`config.mk`:
```
export PLATFORM = sky130hd
export DESIGN_NAME = mem_bit_loader
export DESIGN_NICKNAME = d
export VERILOG_FILES = /design/src/rtl/mem_bit_loader.sv
export SDC_FILE = /design/constraint.sdc
export NUM_CORES = 1
export LEC_CHECK = 0
export ABC_AREA = 1
export BUFFER_PORTS_ARGS = -buffer_cell sky130_fd_sc_hd__buf_2
export CORE_MARGIN = 2
export CORE_UTILIZATION = 56
export DETAILED_ROUTE_END_ITERATION = 10
export PLACE_DENSITY = 0.78
export SYNTH_ARGS = -nofsm -noshare
export SYNTH_HDL_FRONTEND = slang
export SYNTH_SLANG_ARGS = --single-unit
export TNS_END_PERCENT = 100
```
`constraint.sdc`:
```
create_clock -name I_clk -period 1.9 [get_ports I_clk]
set_input_delay 0.285 -clock I_clk [delete_from_list [all_inputs] [get_ports I_clk]]
set_output_delay 0.285 -clock I_clk [all_outputs]
set_load 0.05 [all_outputs]
```
`src/rtl/mem_bit_loader.sv`:
```
// Serial bit-stream loader: packs bits LSB-first into words and writes them to sequential memory addresses.
// Optional running-parity output is enabled by defining MEM_BIT_LOADER_PARITY_EN.
module mem_bit_loader #(
  parameter int C_WORDSIZE = 8,
  parameter int C_ADDRSIZE = 10
) (
  input  logic                  I_clk,
  input  logic                  I_rst,
  input  logic                  I_start,
  input  logic [C_ADDRSIZE:0]   I_nwords,
  input  logic                  I_bit,
  input  logic                  I_bvalid,
  output logic                  O_bready,
  output logic                  O_wen,
  output logic [C_ADDRSIZE-1:0] O_addr,
  output logic [C_WORDSIZE-1:0] O_wdata,
  output logic                  O_busy,
  output logic                  O_done
`ifdef MEM_BIT_LOADER_PARITY_EN
  ,
  output logic                  O_parity
`endif
);

  localparam logic [1:0] S_IDLE  = 2'd0;
  localparam logic [1:0] S_FILL  = 2'd1;
  localparam logic [1:0] S_WRITE = 2'd2;
  localparam logic [1:0] S_DONE  = 2'd3;

  localparam int                  BIDX_W     = (C_WORDSIZE > 1) ? $clog2(C_WORDSIZE) : 1;
  localparam logic [BIDX_W-1:0]   LAST_BIT_C = BIDX_W'(C_WORDSIZE - 1);
  localparam logic [BIDX_W-1:0]   BIDX_ONE_C = BIDX_W'(1);
  localparam logic [BIDX_W-1:0]   BIDX_ZERO_C = BIDX_W'(0);
  localparam logic [C_ADDRSIZE:0] DEPTH_C    = {1'b1, {C_ADDRSIZE{1'b0}}};
  localparam logic [C_ADDRSIZE:0] CNT_ONE_C  = {{C_ADDRSIZE{1'b0}}, 1'b1};
  localparam logic [C_ADDRSIZE:0] CNT_ZERO_C = {(C_ADDRSIZE + 1){1'b0}};

  function automatic logic parity_next(input logic par, input logic bit_in);
    parity_next = par ^ bit_in;
  endfunction

  logic [1:0]            state_r;
  logic [1:0]            next_state_s;
  logic [C_ADDRSIZE:0]   nwords_r;
  logic [C_ADDRSIZE:0]   nwords_in_s;
  logic [C_ADDRSIZE:0]   wcnt_r;
  logic [C_ADDRSIZE:0]   wcnt_inc_s;
  logic [BIDX_W-1:0]     bit_idx_r;
  logic [C_WORDSIZE-1:0] shreg_r;
  logic [C_WORDSIZE-1:0] word_s;
  logic                  accept_s;
  logic                  start_ok_s;
  logic                  bready_r;
  logic                  wen_r;
  logic                  busy_r;
  logic                  done_r;
  logic [C_ADDRSIZE-1:0] addr_r;
  logic [C_WORDSIZE-1:0] wdata_r;
`ifdef MEM_BIT_LOADER_PARITY_EN
  logic                  parity_r;
`endif

  // Handshake decode, word packing view and next-state selection.
  always_comb begin
    accept_s   = (state_r == S_FILL) && I_bvalid;
    start_ok_s = (state_r == S_IDLE) && I_start;
    wcnt_inc_s = wcnt_r + CNT_ONE_C;
    if (I_nwords > DEPTH_C) begin
      nwords_in_s = DEPTH_C;
    end else begin
      nwords_in_s = I_nwords;
    end
    word_s            = shreg_r;
    word_s[bit_idx_r] = I_bit;
    next_state_s      = state_r;
    case (state_r)
      S_IDLE: begin
        if (!I_start) begin
          next_state_s = S_IDLE;
        end else if (nwords_in_s == CNT_ZERO_C) begin
          next_state_s = S_DONE;
        end else begin
          next_state_s = S_FILL;
        end
      end
      S_FILL: begin
        if (accept_s && (bit_idx_r == LAST_BIT_C)) begin
          next_state_s = S_WRITE;
        end else begin
          next_state_s = S_FILL;
        end
      end
      S_WRITE: begin
        if (wcnt_inc_s == nwords_r) begin
          next_state_s = S_DONE;
        end else begin
          next_state_s = S_FILL;
        end
      end
      S_DONE:  next_state_s = S_IDLE;
      default: next_state_s = S_IDLE;
    endcase
  end

  // State, datapath and output registers; outputs are decoded from the next state so they are registered.
  always_ff @(posedge I_clk) begin
    if (I_rst) begin
      state_r   <= S_IDLE;
      nwords_r  <= CNT_ZERO_C;
      wcnt_r    <= CNT_ZERO_C;
      bit_idx_r <= BIDX_ZERO_C;
      shreg_r   <= {C_WORDSIZE{1'b0}};
      bready_r  <= 1'b0;
      wen_r     <= 1'b0;
      busy_r    <= 1'b0;
      done_r    <= 1'b0;
      addr_r    <= {C_ADDRSIZE{1'b0}};
      wdata_r   <= {C_WORDSIZE{1'b0}};
`ifdef MEM_BIT_LOADER_PARITY_EN
      parity_r  <= 1'b0;
`endif
    end else begin
      state_r  <= next_state_s;
      bready_r <= (next_state_s == S_FILL);
      wen_r    <= (next_state_s == S_WRITE);
      busy_r   <= (next_state_s != S_IDLE);
      done_r   <= (next_state_s == S_DONE);
      if (start_ok_s) begin
        nwords_r  <= nwords_in_s;
        wcnt_r    <= CNT_ZERO_C;
        bit_idx_r <= BIDX_ZERO_C;
        shreg_r   <= {C_WORDSIZE{1'b0}};
      end else if (accept_s) begin
        shreg_r   <= word_s;
        bit_idx_r <= (bit_idx_r == LAST_BIT_C) ? BIDX_ZERO_C : (bit_idx_r + BIDX_ONE_C);
      end else if (state_r == S_WRITE) begin
        wcnt_r <= wcnt_inc_s;
      end
      // Address/data are captured only when a write is about to issue and held otherwise.
      if (next_state_s == S_WRITE) begin
        addr_r  <= wcnt_r[C_ADDRSIZE-1:0];
        wdata_r <= word_s;
      end
`ifdef MEM_BIT_LOADER_PARITY_EN
      if (start_ok_s) begin
        parity_r <= 1'b0;
      end else if (accept_s) begin
        parity_r <= parity_next(parity_r, I_bit);
      end
`endif
    end
  end

  assign O_bready = bready_r;
  assign O_wen    = wen_r;
  assign O_addr   = addr_r;
  assign O_wdata  = wdata_r;
  assign O_busy   = busy_r;
  assign O_done   = done_r;
`ifdef MEM_BIT_LOADER_PARITY_EN
  assign O_parity = parity_r;
`endif

endmodule

```
==> results.py, run 1 <==
metrics = {
    "status": {
        "outcome": "completed",
    },
    "global_routing": {
        "grt_usage_pct": 26.94,
        "grt_max_degree": 19,
        "grt_pass1_vias": 2425,
        "antenna_found_initial": 0,
        "grt_pass1_wl_um": 10740,
        "gr-total-overflow": 0,
    },
    "detailed_routing": {
        "drtIter0Drc": 231,
        "post_drt_wl_per_cell_um": 13.46,
        "routed_via_density": 5.361,
        "dr.pass1.iters": 4,
        "via_count": 2568,
        "routed_wl_um": 6448,
        "drc": 0,
        "antenna_left": 0,
    },
    "power_and_ir_drop": {
        "vdd_drop_max_mv": 0.5353,
        "p_leak_nw": 1.513,
        "p_per_area_nw_per_um2": 813.6,
    },
    "sta": {
        "fmax_ghz": 0.5760,
        "slew_headroom_pct": 69.43,
        "worst_slew_pin_slew_ns": 0.4581,
        "slew_viol_final": 0,
        "fin_crit_sh_pct": 91.38,
        "layout_min_cycle_time_ns": 1.736,
        "hold_viol_final": 0,
        "tns_ns": 0,
        "setup_violations": 0,
        "fin_skew_ns": 0.006881,
        "worst_slack_ns": 0.1638,
        "rsz0062_at_grt": "false",
    },
    "clocking": {
        "postCtsSetupRepairBufs": 0,
        "cts_tree": "yes",
        "numCtsBuffers": 9,
        "root_buffer": "clkbuf_8",
        "htreeDepth": 3,
        "clock_latency_ns": 0.34,
        "clkSlewWorstSetupHoldPaths_ns": 0.07,
        "postCtsHoldBufs": 0,
        "clockBufferDepth": 2,
        "cts_resized": 0,
        "cts.sinks": 57,
    },
    "critical_path": {
        "cp.required_ns": 2.17,
        "reg2reg_depth": 13,
        "timing.critical_path.from": "wcnt_r[1]",
        "worstReg2RegEnd": "O_done",
        "slowest_delay_ns": 0.36,
        "critPathMaxFanout": 6,
        "crit_type": "reg2reg",
        "crit_chain": "ha_1 -> nand2_2 -> nor2_4 -> nand3_1 -> nand3_1 -> nand2_1 -> inv_1 -> nand2_1 -> nor2_2 -> nand3_2 -> nand3_2 -> nand2_2 -> nor2_2",
        "r2r-start": "wcnt_r[1]",
        "endpoint": "O_done",
        "regToRegSetupSlack_ns": 0.16,
        "slowest_stage": "dfxtp_2",
        "start_kind": "flip-flop",
        "end_kind": "flip-flop",
        "arrival_ns": 2.01,
    },
    "synthesis": {
        "seq_area_frac_synth_pct": 43.16,
        "syn-cell-area_um2": 2644,
        "netlist_instances": 375,
        "ys_ff_latch": 57,
        "syn_nets": 394,
        "synth_cell_types": 24,
        "synth.avg_cell_area_um2": 7.050,
        "synth_warnings": 0,
    },
    "final_layout": {
        "syn_to_final_growth_pct": 18.03,
        "num-nets-final": 441,
        "layout_common_cells": "nand2_1, dfxtp_1, o21ai_0, inv_1",
        "nFillCells": 401,
        "mostFrequentLayoutCell": "nand2_1",
        "n_antenna_cell": 0,
        "drive_gt1_share_pct": 18.74,
    },
    "placed_design": {
        "hpwlAfterDp_um": 4720,
        "place_ws_ns": 0.1729,
        "io_buffers": 37,
        "gp_congestion": 0.8688,
    },
    "job": {
        "maxCapViolCount": 0,
    },
    "worst_hold_path": {
        "min_path_cells": 3,
        "holdCritPathClass": "in2reg",
    },
    "floorplanning": {
        "die-area_um2": 5287,
        "die_h_um": 72.71,
        "pin_count": 38,
        "core_um2": 4444,
        "start_util_pct": 59.49,
        "die_w_um": 72.71,
        "rows": 24,
    },
}
==> sequential cells by signal (all words and copies together) (netlist names) <==
signal	cells
O_wdata	8
O_busy	1
wcnt_r	11
nwords_r	11
O_wen	1
bit_idx_r	3
O_bready	1
shreg_r	8
O_done	1
state_r	2
O_addr	10
==> cells in the mapped netlist <==
master     n  area, µm²
nand2_1   62      232.7
dfxtp_1   57       1141
o21ai_0   52      260.3
inv_1     51      191.4
nand3_1   39      195.2
nor2_1    39      146.4
a21oi_1   21      105.1
clkbuf_1   7      26.28
o21a_1     7      52.55
buf_2      4      20.02
nand2_2    4      25.02
nor2_4     4      45.04
ha_1       3      37.54
inv_2      3      11.26
nand3_2    3      30.03
nand4_1    3      18.77
nor2_2     3      18.77
xor2_1     3      26.28
a211oi_1   2      15.01
clkinv_1   2      7.510
nor3_1     2      10.01
o211ai_1   2      15.01
nor4_1     1      6.260
or2_1      1      6.260
==> worst min-delay path by stage <==
stage / from / endpoint
after CTS: I_nwords[5] / nwords_r[5]
after floorplan: I_rst / O_wdata[7]
after global placement: nwords_r[10] / nwords_r[10]
after detailed placement: nwords_r[10] / nwords_r[10]
final: I_nwords[5] / nwords_r[5]
after global routing: I_nwords[5] / nwords_r[5]
==> cell families (layout without fill, tap and decap cells) <==
logic type                 Yosys count  count (layout)  synth area share (%)
AOI/OAI and AO/OA                   84              84                 16.94
xor gates and xnor gates             3               3                0.9940
adders and majority gates            3               3                 1.420
buffers and inverters               67             119                 9.702
DFF                                 57              57                 43.16
and+or+nand+nor                    161             161                 27.78
==> critical path: cells and delay by family, from the launching register on <==
family	cells	cell delay [ns]
simple gates	11	1.08
flops	1	0.36
fa+ha+maj	1	0.18
buf+inv	1	0.05
==> cell type report <==
cell class / count / area, µm² / share of cell area (%)
clock inverter: 5 / 55.05 / 1.764
tap: 52 / 65.06 / 2.085
timing repair buffer: 47 / 260.3 / 8.340
inverter: 56 / 210.2 / 6.736
multi-input combinational: 251 / 1246 / 39.94
clock buffer: 11 / 141.4 / 4.531
sequential: 57 / 1142 / 36.61
==> stage by stage <==
step | power, mW | cells | instance area [µm²] | utilization, % | hold slack, ns
after global routing | 2.631 | 479 | 3120 | 70.21 | 0.1965
after detailed placement | 1.433 | 463 | 2923 | 65.77 | 0.4646
final | 2.539 | 479 | 3120 | 70.21 | 0.1814
after CTS | 2.552 | 479 | 3119 | 70.19 | 0.1714
after floorplan | 1.368 | 375 | 2644 | - | 0.3541
after global placement | 1.430 | 463 | 2923 | 65.77 | 0.4656
==> metal layers <==
layer / part of all wire, % / GRT usage, % / up-vias
met3: 4.0 / 4.696 / 15
met1: 46 / 33.51 / 1177
li1: - / - / 1314
met4: 2.6 / 14.61 / 0
met2: 48 / 44.34 / 62
met5: 0 / 0 / -
==> power breakdown <==
| part | internal [mW] | switching [mW] | total [mW] |
|---|---|---|---|
| combinational | 0.0586 | 0.114 | 0.173 |
| clock | 0.636 | 0.493 | 1.13 |
| sequential | 1.22 | 0.0162 | 1.24 |
| total | 1.92 | 0.624 | 2.54 |
Power figures use the tool's default switching activity.
==> inputs of run 2 (changes only) <==
--- a/config.mk
+++ b/config.mk
@@ -10,7 +10,7 @@
 export CORE_MARGIN = 2
 export CORE_UTILIZATION = 56
 export DETAILED_ROUTE_END_ITERATION = 10
-export PLACE_DENSITY = 0.78
+export PLACE_DENSITY_LB_ADDON = 0.3
 export SYNTH_ARGS = -nofsm -noshare
 export SYNTH_HDL_FRONTEND = slang
 export SYNTH_SLANG_ARGS = --single-unit
==> run 2 against run 1 <==
First-iteration DRC count shrank 10%. Clock power is essentially flat. Sequential share of layout area shrank 0.088 points. Combinational power is essentially flat. Largest power group unchanged. Global-route usage shrank 0.64 points. Non-clock buffer count grew 1. Via count shrank 0.27%. Final cell count grew 0.21%. Wire length grew 1.3%. Clock-buffer cell count grew 2.
==> results.py, run 2 (synthesis results as in run 1) <==
metrics = {
    "status": {
        "outcome": "completed",
    },
    "critical_path": {
        "crit_type": "reg2reg",
        "r2r-start": "wcnt_r[1]",
        "crit_chain": "ha_1 -> nand2_2 -> nor2_4 -> nand3_1 -> nand2_1 -> nand2_1 -> nand2_1 -> nand2_1 -> nor2_2 -> nand3_2 -> nand3_2 -> nand2_2 -> nor2_2",
        "start_kind": "flip-flop",
        "end_kind": "flip-flop",
        "slowest_delay_ns": 0.36,
        "slowest_stage": "dfxtp_2",
        "critPathMaxFanout": 6,
        "reg2reg_depth": 13,
        "cp.required_ns": 2.19,
        "regToRegSetupSlack_ns": 0.16,
        "worstReg2RegEnd": "O_done",
        "arrival_ns": 2.03,
        "path_common_cell": "nand2_1",
    },
    "detailed_routing": {
        "dr.pass1.iters": 5,
        "via_count": 2561,
        "drc": 0,
        "routed_wl_um": 6529,
        "drtIter0Drc": 208,
        "post_drt_wl_per_cell_um": 13.60,
        "antenna_left": 0,
        "routed_via_density": 5.335,
    },
    "clocking": {
        "postCtsSetupRepairBufs": 0,
        "clkSlewWorstSetupHoldPaths_ns": 0.07,
        "cts_tree": "yes",
        "numCtsBuffers": 9,
        "postCtsHoldBufs": 0,
        "clockBufferDepth": 2,
        "htreeDepth": 3,
        "root_buffer": "clkbuf_8",
        "clock_latency_ns": 0.34,
        "cts.sinks": 57,
    },
    "sta": {
        "rsz0062_at_grt": "false",
        "slew_headroom_pct": 72.22,
        "worst_slew_pin_slew_ns": 0.4162,
        "layout_min_cycle_time_ns": 1.738,
        "tns_ns": 0,
        "setup_violations": 0,
        "fmax_ghz": 0.5753,
        "fin_crit_sh_pct": 91.49,
        "fin_skew_ns": 0.007382,
        "hold_viol_final": 0,
        "slew_viol_final": 0,
        "holdWs_ns": 0.1802,
    },
    "power_and_ir_drop": {
        "p_per_area_nw_per_um2": 810.2,
        "vdd_drop_max_mv": 0.6137,
        "finalPower_mw": 2.534,
        "p_leak_nw": 1.520,
    },
    "placed_design": {
        "gp_congestion": 0.9158,
        "io_buffers": 37,
        "hpwlAfterDp_um": 4782,
    },
    "worst_hold_path": {
        "holdCritPathClass": "in2reg",
        "worstHoldStart": "I_nwords[5]",
        "min_path_cells": 3,
        "hold-path-endpoint": "nwords_r[5]",
    },
    "floorplanning": {
        "die_w_um": 72.71,
        "start_util_pct": 59.49,
        "pin_count": 38,
        "rows": 24,
        "die-area_um2": 5287,
        "die_h_um": 72.71,
        "core_um2": 4444,
    },
    "global_routing": {
        "grt_pass1_vias": 2404,
        "gr-total-overflow": 0,
        "antenna_found_initial": 0,
        "grt_usage_pct": 26.30,
        "grt_pass1_wl_um": 10540,
        "grt_max_degree": 19,
    },
    "final_layout": {
        "regArea_um2": 1142,
        "drive_gt1_share_pct": 18.69,
        "mostFrequentLayoutCell": "nand2_1",
        "nFillCells": 352,
        "num-nets-final": 442,
        "multi_input_area_um2": 1254,
        "layout_common_cells": "nand2_1, dfxtp_1, o21ai_0, inv_1",
        "n_antenna_cell": 0,
        "syn_to_final_growth_pct": 18.32,
    },
    "job": {
        "maxCapViolCount": 0,
    },
}
[run 2: worst max-delay path, delay by kind of cell (launching register included)]
family	cells	cell delay, ns
AND/OR/NAND/NOR	12	1.13
flip-flops	1	0.36
adder cells (fa/ha/maj)	1	0.18
[run 2: area by class of cell]
class / count / area share (%)
repair buffers: 48 / 8.560
clock inverters: 3 / 1.280
flip-flops and latches: 57 / 36.52
inverters: 56 / 6.720
multi-input cells: 251 / 40.08
well taps: 52 / 2.080
clock buffers: 13 / 4.760
[run 2: where the power goes]
group / leakage [nW] / internal [mW] / total [mW] / switching, mW
Combinational: 0.961 / 0.0576 / 0.172 / 0.115
Clock: 0.0974 / 0.638 / 1.12 / 0.486
Sequential: 0.462 / 1.22 / 1.24 / 0.0166
[run 2: worst max-delay path by stage]
stage                      startpoint           to  slack (ns)  depth (start not counted)
after floorplan             wcnt_r[0]       O_done        0.28                         10
after global placement    I_nwords[4]  nwords_r[7]        0.21                         10
after detailed placement  I_nwords[4]  nwords_r[1]        0.16                         10
after CTS                   wcnt_r[1]   state_r[1]        0.15                         10
after global routing        wcnt_r[0]       O_done        0.01                         13
final                       wcnt_r[1]       O_done        0.16                         13
[run 2: metal layers]
layer / GRT usage (%) / share of wire [%] / wire [µm] / up-vias
li1: - / - / - / 1312
met2: 43.13 / 48 / 3148 / 74
met1: 32.00 / 44 / 2867 / 1152
met4: 11.73 / 2.7 / 178 / 0
met3: 7.597 / 5.1 / 334 / 23
met5: 0 / 0 / 0 / -
[run 2: metrics by stage]
| stage | cell area (µm²) | instances | util [%] | worst slack [ns] |
|---|---|---|---|---|
| after global routing | 3128 | 480 | 70.38 | 0.01346 |
| after detailed placement | 2930 | 464 | 65.93 | 0.1573 |
| after floorplan | 2644 | 375 | - | 0.2800 |
| after global placement | 2930 | 464 | 65.93 | 0.2110 |
| after CTS | 3119 | 480 | 70.19 | 0.1479 |
| final | 3128 | 480 | 70.38 | 0.1616 |
[run 2: repair_timing]
action	in CTS	in global routing
hold endpoints to repair	0	0
endpoints found under the setup margin	0	3
gates resized for setup	0	2
